==> config.mk <==
export PLATFORM = sky130hd
export DESIGN_NAME = spectrum_bar_reader
export DESIGN_NICKNAME = d
export VERILOG_FILES = /design/src/rtl/spectrum_pkg.sv /design/src/rtl/bar_level_quantizer.sv /design/src/rtl/spectrum_bar_reader.sv
export SDC_FILE = /design/constraint.sdc
export NUM_CORES = 1
export LEC_CHECK = 0
export BUFFER_PORTS_ARGS = -buffer_cell sky130_fd_sc_hd__buf_2
export CORE_AREA = 2 2 195 197
export CTS_CLUSTER_SIZE = 28
export DETAILED_ROUTE_END_ITERATION = 8
export DIE_AREA = 0 0 197 199
export PLACE_DENSITY = 0.87
export SLEW_MARGIN = 10
export SYNTH_ARGS = -nofsm -noshare
export SYNTH_HDL_FRONTEND = slang
export SYNTH_SLANG_ARGS = --single-unit
==> constraint.sdc <==
create_clock -name clk -period 31.7 [get_ports clk]
set_input_delay 1.585 -clock clk [delete_from_list [all_inputs] [get_ports clk]]
set_output_delay 1.585 -clock clk [all_outputs]
set_load 0.005 [all_outputs]
==> src/rtl/spectrum_pkg.sv <==
// Shared constants and types for the spectrum bar reader.
// Holds the bus geometry, quantizer settings, FSM state encoding and the
// small index/level types used by the top and the quantizer.
package spectrum_pkg;

    localparam int unsigned NUM_BINS    = 16;
    localparam int unsigned MAG_W       = 16;
    localparam int unsigned LEVELS      = 8;
    localparam int unsigned LEVEL_W     = 4;
    localparam int unsigned BASE        = 16;
    localparam int unsigned HOLD_FRAMES = 2;

    localparam int unsigned BIN_W  = $clog2(NUM_BINS);
    localparam int unsigned HOLD_W = $clog2(HOLD_FRAMES + 1);

    typedef logic [BIN_W-1:0]   bin_idx_t;
    typedef logic [LEVEL_W-1:0] level_t;
    typedef logic [HOLD_W-1:0]  hold_t;

    typedef enum logic [1:0] {
        StIdle,
        StScan,
        StDone
    } state_e;

endpackage

==> src/rtl/bar_level_quantizer.sv <==
// Logarithmic bar quantizer (combinational).
// Height is the number of thresholds BASE<<k (k = 0..LEVELS-1) that the
// magnitude meets or exceeds, giving 0..LEVELS.
// Ports:
//   mag     in   MAG_W    unsigned magnitude of one bin
//   height  out  LEVEL_W  bar height 0..LEVELS
module bar_level_quantizer
    import spectrum_pkg::*;
#(
    parameter int unsigned Q_MAG_W   = MAG_W,
    parameter int unsigned Q_LEVELS  = LEVELS,
    parameter int unsigned Q_LEVEL_W = LEVEL_W,
    parameter int unsigned Q_BASE    = BASE
) (
    input  logic [Q_MAG_W-1:0]   mag,
    output logic [Q_LEVEL_W-1:0] height
);

    always_comb begin
        height = '0;
        for (int unsigned k = 0; k < Q_LEVELS; k++) begin
            // Compare at 64 bits so thresholds beyond the magnitude range never match.
            if (64'(mag) >= (64'(Q_BASE) << k)) begin
                height = height + Q_LEVEL_W'(1);
            end
        end
    end

endmodule

==> src/rtl/spectrum_bar_reader.sv <==
// Spectrum bar reader.
// Captures one packed magnitude frame per handshake, walks the bins one per
// cycle through a shared quantizer, applies bar fall-off and peak-hold, and
// publishes the whole frame at once with a single-cycle strobe.
// Ports:
//   clk           in   1                  system clock
//   rst_n         in   1                  asynchronous active-low reset
//   mag_valid     in   1                  magnitude frame available
//   mag           in   NUM_BINS*MAG_W     packed magnitudes, bin 0 at MSBs
//   mag_ready     out  1                  frame can be accepted (idle)
//   bar_heights   out  NUM_BINS*LEVEL_W   smoothed bar levels, bin 0 at MSBs
//   peak_heights  out  NUM_BINS*LEVEL_W   peak-hold levels, bin 0 at MSBs
//   bars_valid    out  1                  one-cycle pulse on output update
module spectrum_bar_reader
    import spectrum_pkg::*;
(
    input  logic                        clk,
    input  logic                        rst_n,
    input  logic                        mag_valid,
    input  logic [NUM_BINS*MAG_W-1:0]   mag,
    output logic                        mag_ready,
    output logic [NUM_BINS*LEVEL_W-1:0] bar_heights,
    output logic [NUM_BINS*LEVEL_W-1:0] peak_heights,
    output logic                        bars_valid
);

    localparam bin_idx_t LAST_BIN = bin_idx_t'(NUM_BINS - 1);

    state_e                        state_q, state_d;
    bin_idx_t                      bin_q;
    logic [NUM_BINS*MAG_W-1:0]     cap_q;
    level_t                        bar_q  [NUM_BINS];
    level_t                        peak_q [NUM_BINS];
    hold_t                         hold_q [NUM_BINS];
    logic [NUM_BINS*LEVEL_W-1:0]   bar_out_q, peak_out_q;
    logic                          bars_valid_q;

    logic [MAG_W-1:0] cur_mag;
    level_t           h, bar_cur, peak_cur, bar_new, peak_new, peak_dec;
    hold_t            hold_cur, hold_new;

    bar_level_quantizer #(
        .Q_MAG_W   (MAG_W),
        .Q_LEVELS  (LEVELS),
        .Q_LEVEL_W (LEVEL_W),
        .Q_BASE    (BASE)
    ) u_quant (
        .mag    (cur_mag),
        .height (h)
    );

    // Per-bin update for the bin currently addressed by the counter.
    always_comb begin
        cur_mag  = cap_q[(NUM_BINS - 1 - 32'(bin_q)) * MAG_W +: MAG_W];
        bar_cur  = bar_q[bin_q];
        peak_cur = peak_q[bin_q];
        hold_cur = hold_q[bin_q];

        // h < bar implies bar >= 1, so the decrement cannot wrap.
        bar_new  = (h >= bar_cur) ? h : bar_cur - level_t'(1);

        peak_dec = peak_cur - level_t'(1);
        peak_new = peak_cur;
        hold_new = hold_cur;
        if (h >= peak_cur) begin
            peak_new = h;
            hold_new = hold_t'(HOLD_FRAMES);
        end else if (hold_cur != '0) begin
            hold_new = hold_cur - hold_t'(1);
        end else begin
            // Decay, but never drop below the bar just computed.
            peak_new = (peak_dec > bar_new) ? peak_dec : bar_new;
        end
    end

    always_comb begin
        state_d = state_q;
        unique case (state_q)
            StIdle:  if (mag_valid) state_d = StScan;
            StScan:  if (bin_q == LAST_BIN) state_d = StDone;
            StDone:  state_d = StIdle;
            default: state_d = StIdle;
        endcase
    end

    always_ff @(posedge clk or negedge rst_n) begin
        if (!rst_n) begin
            state_q      <= StIdle;
            bin_q        <= '0;
            cap_q        <= '0;
            bar_out_q    <= '0;
            peak_out_q   <= '0;
            bars_valid_q <= 1'b0;
            for (int i = 0; i < NUM_BINS; i++) begin
                bar_q[i]  <= '0;
                peak_q[i] <= '0;
                hold_q[i] <= '0;
            end
        end else begin
            state_q      <= state_d;
            bars_valid_q <= (state_q == StDone);
            unique case (state_q)
                StIdle: begin
                    if (mag_valid) begin
                        cap_q <= mag;
                        bin_q <= '0;
                    end
                end
                StScan: begin
                    bar_q[bin_q]  <= bar_new;
                    peak_q[bin_q] <= peak_new;
                    hold_q[bin_q] <= hold_new;
                    bin_q         <= bin_q + bin_idx_t'(1);
                end
                StDone: begin
                    for (int i = 0; i < NUM_BINS; i++) begin
                        bar_out_q[(NUM_BINS - 1 - i) * LEVEL_W +: LEVEL_W]  <= bar_q[i];
                        peak_out_q[(NUM_BINS - 1 - i) * LEVEL_W +: LEVEL_W] <= peak_q[i];
                    end
                end
                default: ;
            endcase
        end
    end

    assign mag_ready    = (state_q == StIdle);
    assign bar_heights  = bar_out_q;
    assign peak_heights = peak_out_q;
    assign bars_valid   = bars_valid_q;

endmodule
==> results by group, run 1 <==
Status
  – Outcome: complete, no violations

Global routing
  – Vias in the first global route: 17.0k
  – First-pass GRT wire length: 92700 um
  – Pin count of the biggest net entering global routing: 187
  – Total GRT Usage: 30.9%
  – GRT Residual Overflow: 0
  – Initial antenna violation count: 15

Route
  – Starting DRT DRC Count: 1286
  – Number of vias per cell: 5.95
  – DRT Pass-1 Iters: 7
  – Final Routed Wirelength: 58800 um
  – DR vias: 16.1k
  – Antenna-violating nets left: 0
  – DR WL/cell: 21.7 um
  – DR DRC count: 0

Die
  – FP Rows: 71
  – Die Footprint: 0.0392 mm^2
  – I/O pins: 389
  – Initial Utilization: 59.2%
  – Core Region: 0.0371 mm^2
  – Die Span X: 197 um
  – Die Y: 199 um

Logic synthesis
  – Syn Nets: 2203
  – Yosys cell types: 64
  – Largest family of logic cells by synthesized area: multiplexers
  – Mapped Cells: 1919
  – Post-synthesis async set-or-reset flop share: 100%
  – Register bit total from synthesis: 487
  – Post-synth EDFFs: 0
  – Mapped cell area: 0.0220 mm^2
  – Mean Syn Cell Area: 11.5 um^2
  – Xor and xnor area share after synthesis: 0.699%
  – Main synth FF type: dfrtp_1
  – Synthesis warning total: 0
  – Seq/Total Area, Yosys: 55.4%
  – Synth Area in Simple Gates: 13.6%
  – Adder-Cell Fraction of Synth Area: 1.42%
  – Mux contribution to synthesized area: 19.8%
  – Compound-Gate Fraction of Synth Area: 6.14%

Clock network
  – CTS clk-pin slew, worst paths: 60 ps
  – Post-CTS Setup Bufs: 0
  – Max Root-Sink Buffers: 3
  – CTS buffer count: 50
  – Post-CTS Resized: 0
  – CTS H-Tree Depth: 2
  – Clock sink count: 487
  – CTS Hold Buffers Added: 0
  – Clock latency at the later pin of the worst-skew pair: 610 ps
  – CTS root buf: clkbuf_16
  – CTS tree: built

Timing
  – Fin Setup TNS: 0 ps
  – Clk_skew: 26.0 ps
  – Hold Vio Cnt, Final: 0
  – Final critical-path share of the clock period: 37.2%
  – Max Slew Vio Count: 0
  – Headroom to the max-slew limit: 18.6%
  – Max frequency: 0.0847 GHz
  – Final setup viols: 0
  – RSZ-0062 raised after global routing: no
  – Worst Max-Slew Pin Slew: 1220 ps
  – Clock period minus worst slack: 11810 ps

Setup path
  – CP peak stage delay: 930 ps
  – Required @ worst endpoint: 32120 ps
  – CP Launch Type: flop
  – Worst-path fanout max: 43
  – Largest delay share family, worst path: compound AO/OA/AOI/OAI gates
  – Critical path's slowest cell: a21oi_1
  – Crit path buffers/inverters: 4
  – Arrival time worst endpoint: 12230 ps
  – CP Class: reg2reg
  – Worst setup EP type: flop
  – Most used cell, CP: ha_1

Flow run
  – Max-cap viol count: 0

Finish
  – Layout area overhead: 16.3%
  – Layout cell share with drive strength beyond 1: 34.3%
  – Layout Nets: 2479
  – Fill cells: 2571

Placed design
  – Dpl hpwl: 40100 um
  – Final GP Congestion: 0.908
  – IO Port Bufs: 324

Worst hold path
  – Hold WC Path Type: reg2reg
[state kept, by name (all words and copies together), names as in the netlist]
name / cells
cap_q: 192
bars_valid: 1
peak_q: 64
peak_heights: 64
bar_q: 64
hold_q: 32
bar_heights: 64
bin_q: 4
state_q: 2
[path summary, 6_finish.rpt]
check	start	end	slack, ps	cells after the start
min in group asynchronous	rst_n	bar_heights[45]	1040	1
min	peak_heights[16]	peak_heights[16]	470	2
max in group asynchronous	rst_n	cap_q[233]	29030	2
max	bin_q[0]	peak_q[20]	19890	44
min reg2reg	peak_heights[16]	peak_heights[16]	470	2
max reg2reg	bin_q[0]	peak_q[20]	19890	44
[worst register-to-register path: cells and delay by family (launching register included)]
| kind | cells | cell delay (ps) |
|---|---|---|
| flops | 1 | 720 |
| compound gates | 13 | 3350 |
| xor+xnor | 2 | 740 |
| mux | 4 | 1350 |
| fa+ha+maj | 8 | 2390 |
| buf+inv | 4 | 1020 |
| simple gates | 13 | 2090 |
[kinds of logic after synthesis]
family / after synthesis
AOI/OAI and AO/OA: 203
xor gates and xnor gates: 16
adders and majority gates: 25
buffers and inverters: 148
DFF: 487
muxes: 305
and+or+nand+nor: 735
[synthesized netlist by cell type, types with 15 or more instances]
master / count / share of area [%]
nor3_1: 15 / 0.34
clkbuf_1: 89 / 1.5
inv_1: 22 / 0.38
dfrtp_1: 487 / 55
mux4_2: 82 / 8.4
a21oi_1: 39 / 0.89
nand2_1: 537 / 9.2
nand3_1: 20 / 0.45
mux2_2: 213 / 11
buf_2: 15 / 0.34
nor2_1: 105 / 1.8
o21ai_0: 92 / 2.1
ha_1: 25 / 1.4
[cell usage in the layout (no fill, tap or decap), drive strengths merged, types with 4 or more instances in the layout]
master and instances:
nand2 537, mux2i 10, dfrtp 487, and3 4, or3 7, mux2 213, ha 25, nor3 16
buf 347, nor2 107, nand2b 11, nor2b 5, clkbuf 73, o311ai 8, clkinvlp 4, xnor2 11
nand3b 4, a21o 4, xor2 4, mux4 82, clkinv 13, a21oi 49, a22oi 4, nand3 22
a41oi 18, nor4 8, nor3b 4, diode 5, inv 23, o21ai 95
[through the flow]
step                      std cells  setup WS (ps)  util, %  hold slack (ps)  instance area (um^2)
after floorplan                1919          21510        -              441                 22000
after global routing           2708          19090     68.9              497                 25600
after global placement         2617          20550     64.3              453                 23900
final                          2713          19890     68.9              471                 25600
after detailed placement       2617          20100     64.3              457                 23900
after CTS                      2708          20040     68.9              473                 25600
[routing by layer]
layer,part of all wire (%),track usage (%),vias to the layer above
met1,38,38.2,8046
met5,0.20,0,-
met4,5.3,17.1,16
met2,48,50.6,709
met3,8.3,7.54,188
li1,-,-,7179
[area by class of cell]
| type | instances | area (um^2) | share of cell area (%) |
|---|---|---|---|
| clock inverters | 18 | 205 | 0.802 |
| inverters | 25 | 95.1 | 0.372 |
| multi-input cells | 1284 | 9180 | 35.8 |
| diodes | 5 | 12.5 | 0.0489 |
| clock buffers | 73 | 1490 | 5.82 |
| repair buffers | 347 | 1830 | 7.15 |
| well taps | 474 | 593 | 2.32 |
| flip-flops and latches | 487 | 12200 | 47.6 |
Power of run 1 is not shown: default switching activity piles up to over one toggle a cycle in this logic, so the estimate is an artifact.
==> inputs of run 2 (changes only) <==
ABC_AREA = 1   (was unset)
CORE_AREA = 2 2 206 208   (was 2 2 195 197)
DIE_AREA = 0 0 208 210   (was 0 0 197 199)
PLACE_DENSITY = 0.82   (was 0.87)
clock period = 11.5 ns   (was 31.7 ns; I/O delays follow)
==> run 2 against run 1 <==
Net effect: register-to-register slack worse by 19000 ps; first-iteration DRC count is 67% higher; synthesized cell count is 44% higher; clock skew is 7.8 ps lower; highest routed layer unchanged; non-clock buffer count is 7 lower; critical path type unchanged; utilization is 5.4 points lower; maximum frequency is 15% higher; die area is 11% higher; worst hold slack worse by 400 ps.
==> results by group, run 2 <==
Logic synthesis
  – Syn Nets: 3049
  – Synth top area cells: dfrtp_1 53%, nand2_1 13%, o21ai_0 6.3%
  – Mean Syn Cell Area: 8.26 um^2
  – Synth cell count leaders: 817 x nand2_1, 487 x dfrtp_1, 287 x o21ai_0
  – Mapped Cells: 2765
  – Seq/Total Area, Yosys: 53.3%
  – Post-synthesis async set-or-reset flop share: 100%
  – Mapped cell area: 0.0229 mm^2
  – Post-synth EDFFs: 0
  – Count leader, synth: nand2_1
  – Yosys cell types: 39
  – Register bit total from synthesis: 487
  – Synth top area share: 53.3%
  – Post-synth top area cell: dfrtp_1
  – Synthesis warning total: 0
  – Main synth FF type: dfrtp_1

Setup path
  – CP Class: reg2reg
  – Critical path's slowest cell: o21ai_2
  – CP Launch Type: flop
  – Worst setup EP type: flop
  – Most used cell, CP: nand2_1
  – Arrival time worst endpoint: 10780 ps
  – Required @ worst endpoint: 12020 ps
  – Worst-path fanout max: 57
  – CP peak stage delay: 860 ps

Timing
  – Max frequency: 0.0974 GHz
  – Worst Max-Slew Pin Slew: 1270 ps
  – Setup ws final: 1230 ps
  – Clk_skew: 18.2 ps
  – Final setup viols: 0
  – Clock period minus worst slack: 10270 ps
  – RSZ-0062 raised after global routing: no
  – WHS: 73.8 ps
  – Headroom to the max-slew limit: 15.4%
  – Final critical-path share of the clock period: 89.3%
  – Hold Vio Cnt, Final: 0
  – Max Slew Vio Count: 0
  – Fin Setup TNS: 0 ps

Finish
  – Layout Nets: 3281
  – Max reg flops: 192
  – Most frequent cells in the layout: 816 x nand2_1, 485 x dfrtp_1, 323 x buf_2, 287 x o21ai_0, 253 x nor2_1
  – Reg with most FFs: cap_q
  – Layout area overhead: 15.4%
  – Fill cells: 3351
  – Multi-input gate area: 0.00899 mm^2
  – Commonest non-fill, non-tap cell in the layout: nand2_1
  – Layout Utilization: 63.6%
  – Register area: 0.0122 mm^2
  – Layout cell share with drive strength beyond 1: 18.9%

Route
  – DR DRC count: 0
  – Uppermost routed layer: met5
  – DRT Pass-1 Iters: 6
  – Starting DRT DRC Count: 2143
  – Number of vias per cell: 5.61
  – DR vias: 20.1k
  – Detail Route met3 WL: 6010 um
  – Final Routed Wirelength: 65300 um
  – Met1 wire length: 25300 um
  – Antenna-violating nets left: 0
  – Met2 WL: 30700 um
  – DR WL/cell: 18.2 um

Clock network
  – CTS clk-pin slew, worst paths: 60 ps
  – CTS H-Tree Depth: 2
  – Post-CTS Setup Bufs: 0
  – Clock latency at the later pin of the worst-skew pair: 600 ps
  – CTS buffer count: 50
  – CTS Hold Buffers Added: 0
  – CTS tree: built
  – Clock sink count: 487
  – Max Root-Sink Buffers: 3
  – Post-CTS Resized: 0
  – CTS root buf: clkbuf_16

Status
  – Outcome: complete, no violations

Placed design
  – IO Port Bufs: 324
  – Dpl hpwl: 43700 um
  – Final GP Congestion: 0.914
  – Dpl ws: 1550 ps

Global routing
  – Total GRT Usage: 29.9%
  – GRT Residual Overflow: 0
  – Initial antenna violation count: 8
  – Vias in the first global route: 19.7k
  – Pin count of the biggest net entering global routing: 216
  – First-pass GRT wire length: 104000 um

Die
  – I/O pins: 389
  – Initial Utilization: 55.1%
  – FP Rows: 75
  – Die Y: 210 um
  – Core Region: 0.0415 mm^2
  – Die Footprint: 0.0437 mm^2
  – Die Span X: 208 um

Flow run
  – Max-cap viol count: 0

Worst hold path
  – Hold WC Path Type: in2async
[run 2: path summary, 6_finish.rpt]
| path | from | end | slack [ps] | depth (start not counted) |
|---|---|---|---|---|
| worst max-delay path | bin_q[1] | peak_q[49] | 1230 | 57 |
| worst min-delay path | rst_n | bar_heights[59] | 70 | 1 |
| worst max register to register | bin_q[1] | peak_q[49] | 1230 | 57 |
| worst min register to register | peak_heights[29] | peak_heights[29] | 460 | 2 |
| max in group asynchronous | rst_n | cap_q[231] | 9110 | 3 |
| min in group clk | mag[119] | cap_q[119] | 210 | 2 |
[run 2: final cells by class]
type                    count  area share [%]
multi-input cells        1859            34.1
repair buffers            340            6.79
clock buffers              72            5.67
flip-flops and latches    487            46.2
inverters                 259            3.71
well taps                 539            2.56
clock inverters            21           0.878
diodes                      7          0.0664
[run 2: cells by family after synthesis]
kind of cell / share of synthesized area [%]
buffers and inverters: 7.40
adders and majority gates: 1.37
DFF: 53.3
muxes: 4.88
and+or+nand+nor: 21.2
xor gates and xnor gates: 0.153
AOI/OAI and AO/OA: 11.6
[run 2: metal layers]
| metal | vias to the layer above | global-route usage (%) |
|---|---|---|
| met4 | 2 | 14.7 |
| met5 | - | 0 |
| met3 | 200 | 6.62 |
| li1 | 9272 | - |
| met2 | 1003 | 48.1 |
| met1 | 9623 | 38.4 |
[run 2: through the flow]
stage                     cells  area [um^2]
after floorplan            2765        22900
after global placement     3484        24600
after detailed placement   3484        24600
after CTS                  3577        26300
after global routing       3581        26400
final                      3584        26400
[run 2: worst max-delay path, delay by kind of cell, from the launching register on]
kind                     cells  cell delay [ps]
AO/OA/AOI/OAI                7             1710
XOR/XNOR                     1              310
adder cells (fa/ha/maj)      8             2150
buffers and inverters       14             2280
flip-flops                   1              360
AND/OR/NAND/NOR             27             3330
Power of run 2 is left out for the same reason.
==> inputs of run 3 (changes only) <==
ABC_AREA = 0   (was 1)
CORE_AREA = 2 2 202 204   (was 2 2 206 208)
DIE_AREA = 0 0 204 206   (was 0 0 208 210)
RECOVER_POWER = 25   (was unset)
==> run 3 against run 2 <==
Net effect: sequential cell count is the same; the flow now finishes with violations (max-capacitance violations, max-slew violations); non-clock buffer count up 14; worst hold slack better by 140 ps; first-iteration DRC count is 50% lower; critical path depth fell by 13; largest cell class unchanged.
==> results by group, run 3 (synthesized netlist as in run 1, its figures left out) <==
Status
  – Outcome: finished with violations
  – Failing checks: max-capacitance violations, max-slew violations

Die
  – Core Region: 0.0402 mm^2
  – Initial Utilization: 54.8%
  – I/O pins: 389
  – Die Y: 206 um
  – Die Footprint: 0.0420 mm^2
  – FP Rows: 74
  – Die Span X: 204 um

Timing
  – RSZ-0062 raised after global routing: no
  – Max Slew Vio Count: 247
  – Hold Vio Cnt, Final: 0
  – Worst Max-Slew Pin Slew: 5590 ps
  – Max frequency: 0.0939 GHz
  – Final critical-path share of the clock period: 92.7%
  – Headroom to the max-slew limit: -272%
  – Fin Setup TNS: 0 ps
  – Clock period minus worst slack: 10650 ps
  – Clk_skew: 21.5 ps
  – WHS: 210 ps
  – Final setup viols: 0

Setup path
  – Arrival time worst endpoint: 11160 ps
  – Worst-path fanout max: 24
  – Most used cell, CP: ha_1
  – CP Launch Type: flop
  – Worst R2R Start: bin_q[1]
  – R2R Path End: peak_q[3]
  – CP Class: reg2reg
  – Required @ worst endpoint: 12000 ps
  – Critical path's slowest cell: dfrtp_4
  – Largest delay share family, worst path: simple AND/OR/NAND/NOR gates
  – R2R depth: 44
  – Critical path origin: bin_q[1]
  – Flop-to-flop setup slack: 850 ps
  – Worst setup EP type: flop
  – CP Depth: 44
  – CP peak stage delay: 660 ps
  – Crit path buffers/inverters: 6

Finish
  – Layout area overhead: 16.6%
  – Final Instance Count excl. Fillers: 2776
  – Max reg flops: 192
  – Commonest non-fill, non-tap cell in the layout: nand2_1
  – Reg with most FFs: cap_q
  – Design Area, Final: 0.0256 mm^2
  – Most frequent cells in the layout: 537 x nand2_1, 483 x dfrtp_1, 279 x buf_2, 213 x mux2_2, 105 x nor2_1
  – Layout cell share with drive strength beyond 1: 32.5%
  – Layout Nets: 2485

Clock network
  – Clock sink count: 487
  – CTS buffer count: 49
  – CTS H-Tree Depth: 2
  – Max Root-Sink Buffers: 3
  – CTS root buf: clkbuf_16
  – CTS clk-pin slew, worst paths: 70 ps
  – Clock latency at the later pin of the worst-skew pair: 610 ps
  – CTS tree: built

Route
  – Number of vias per cell: 5.77
  – DR WL/cell: 21.2 um
  – Final Routed Wirelength: 58700 um
  – DR vias: 16.0k
  – Antenna-violating nets left: 0
  – DRT Pass-1 Iters: 5
  – Starting DRT DRC Count: 1068
  – DR DRC count: 0

Global routing
  – Most Used Layer, Global Route: met2
  – GRT Residual Overflow: 0
  – Pin count of the biggest net entering global routing: 104
  – M3 GR Usage: 8.15%
  – Met2 Usage GRT: 46.5%
  – Vias in the first global route: 16.4k
  – Total GRT Usage: 28.3%
  – Initial antenna violation count: 17
  – First-pass GRT wire length: 91700 um
  – Grt met1 use: 35.5%

Placed design
  – Dpl hpwl: 40700 um
  – Final GP Congestion: 0.913
  – DP Area: 0.0240 mm^2
  – Cells after DPL: 2681
  – IO Port Bufs: 324

Flow run
  – Max-cap viol count: 3

Worst hold path
  – Worst Hold Depth: 2
  – HP Start: mag[73]
  – Worst Hold End: cap_q[73]
  – Hold WC Path Type: in2reg
[run 3: layout make-up]
class | instances | area [um^2]
Sequential cell | 487 | 12200
Multi-Input combinational cell | 1284 | 9200
Clock buffer | 73 | 1450
Fill cell | 3088 | 14500
Inverter | 25 | 95.1
Clock inverter | 18 | 228
Antenna cell | 3 | 7.51
Timing Repair Buffer | 354 | 1810
Tap cell | 532 | 666
[run 3: metal layers]
layer | wire (um) | share of wire [%]
met4 | 2080 | 3.5
met2 | 29100 | 50
met3 | 4850 | 8.3
met5 | 163 | 0.28
met1 | 22600 | 38
[run 3: how the worst max path moves through the flow]
stage / to / slack (ps)
floorplan: peak_q[27] / 1310
global placement: peak_q[11] / 650
detailed placement: peak_q[3] / 110
CTS: peak_q[3] / 100
global route: peak_q[3] / 30
finish: peak_q[3] / 850
[run 3: repair_timing]
| action | in CTS | in global routing |
|---|---|---|
| hold buffers | 0 | 0 |
| setup buffers | 0 | 1 |
| gates resized for setup | 0 | 4 |
| endpoints found under the setup margin | 0 | 32 |
[run 3: per-stage QoR]
step,utilization (%),setup WS (ps)
after floorplan,-,1310
after global placement,59.7,651
after detailed placement,59.7,115
after CTS,63.9,95.3
after global routing,63.8,28.0
final,63.8,845
Power of run 3 is left out for the same reason.
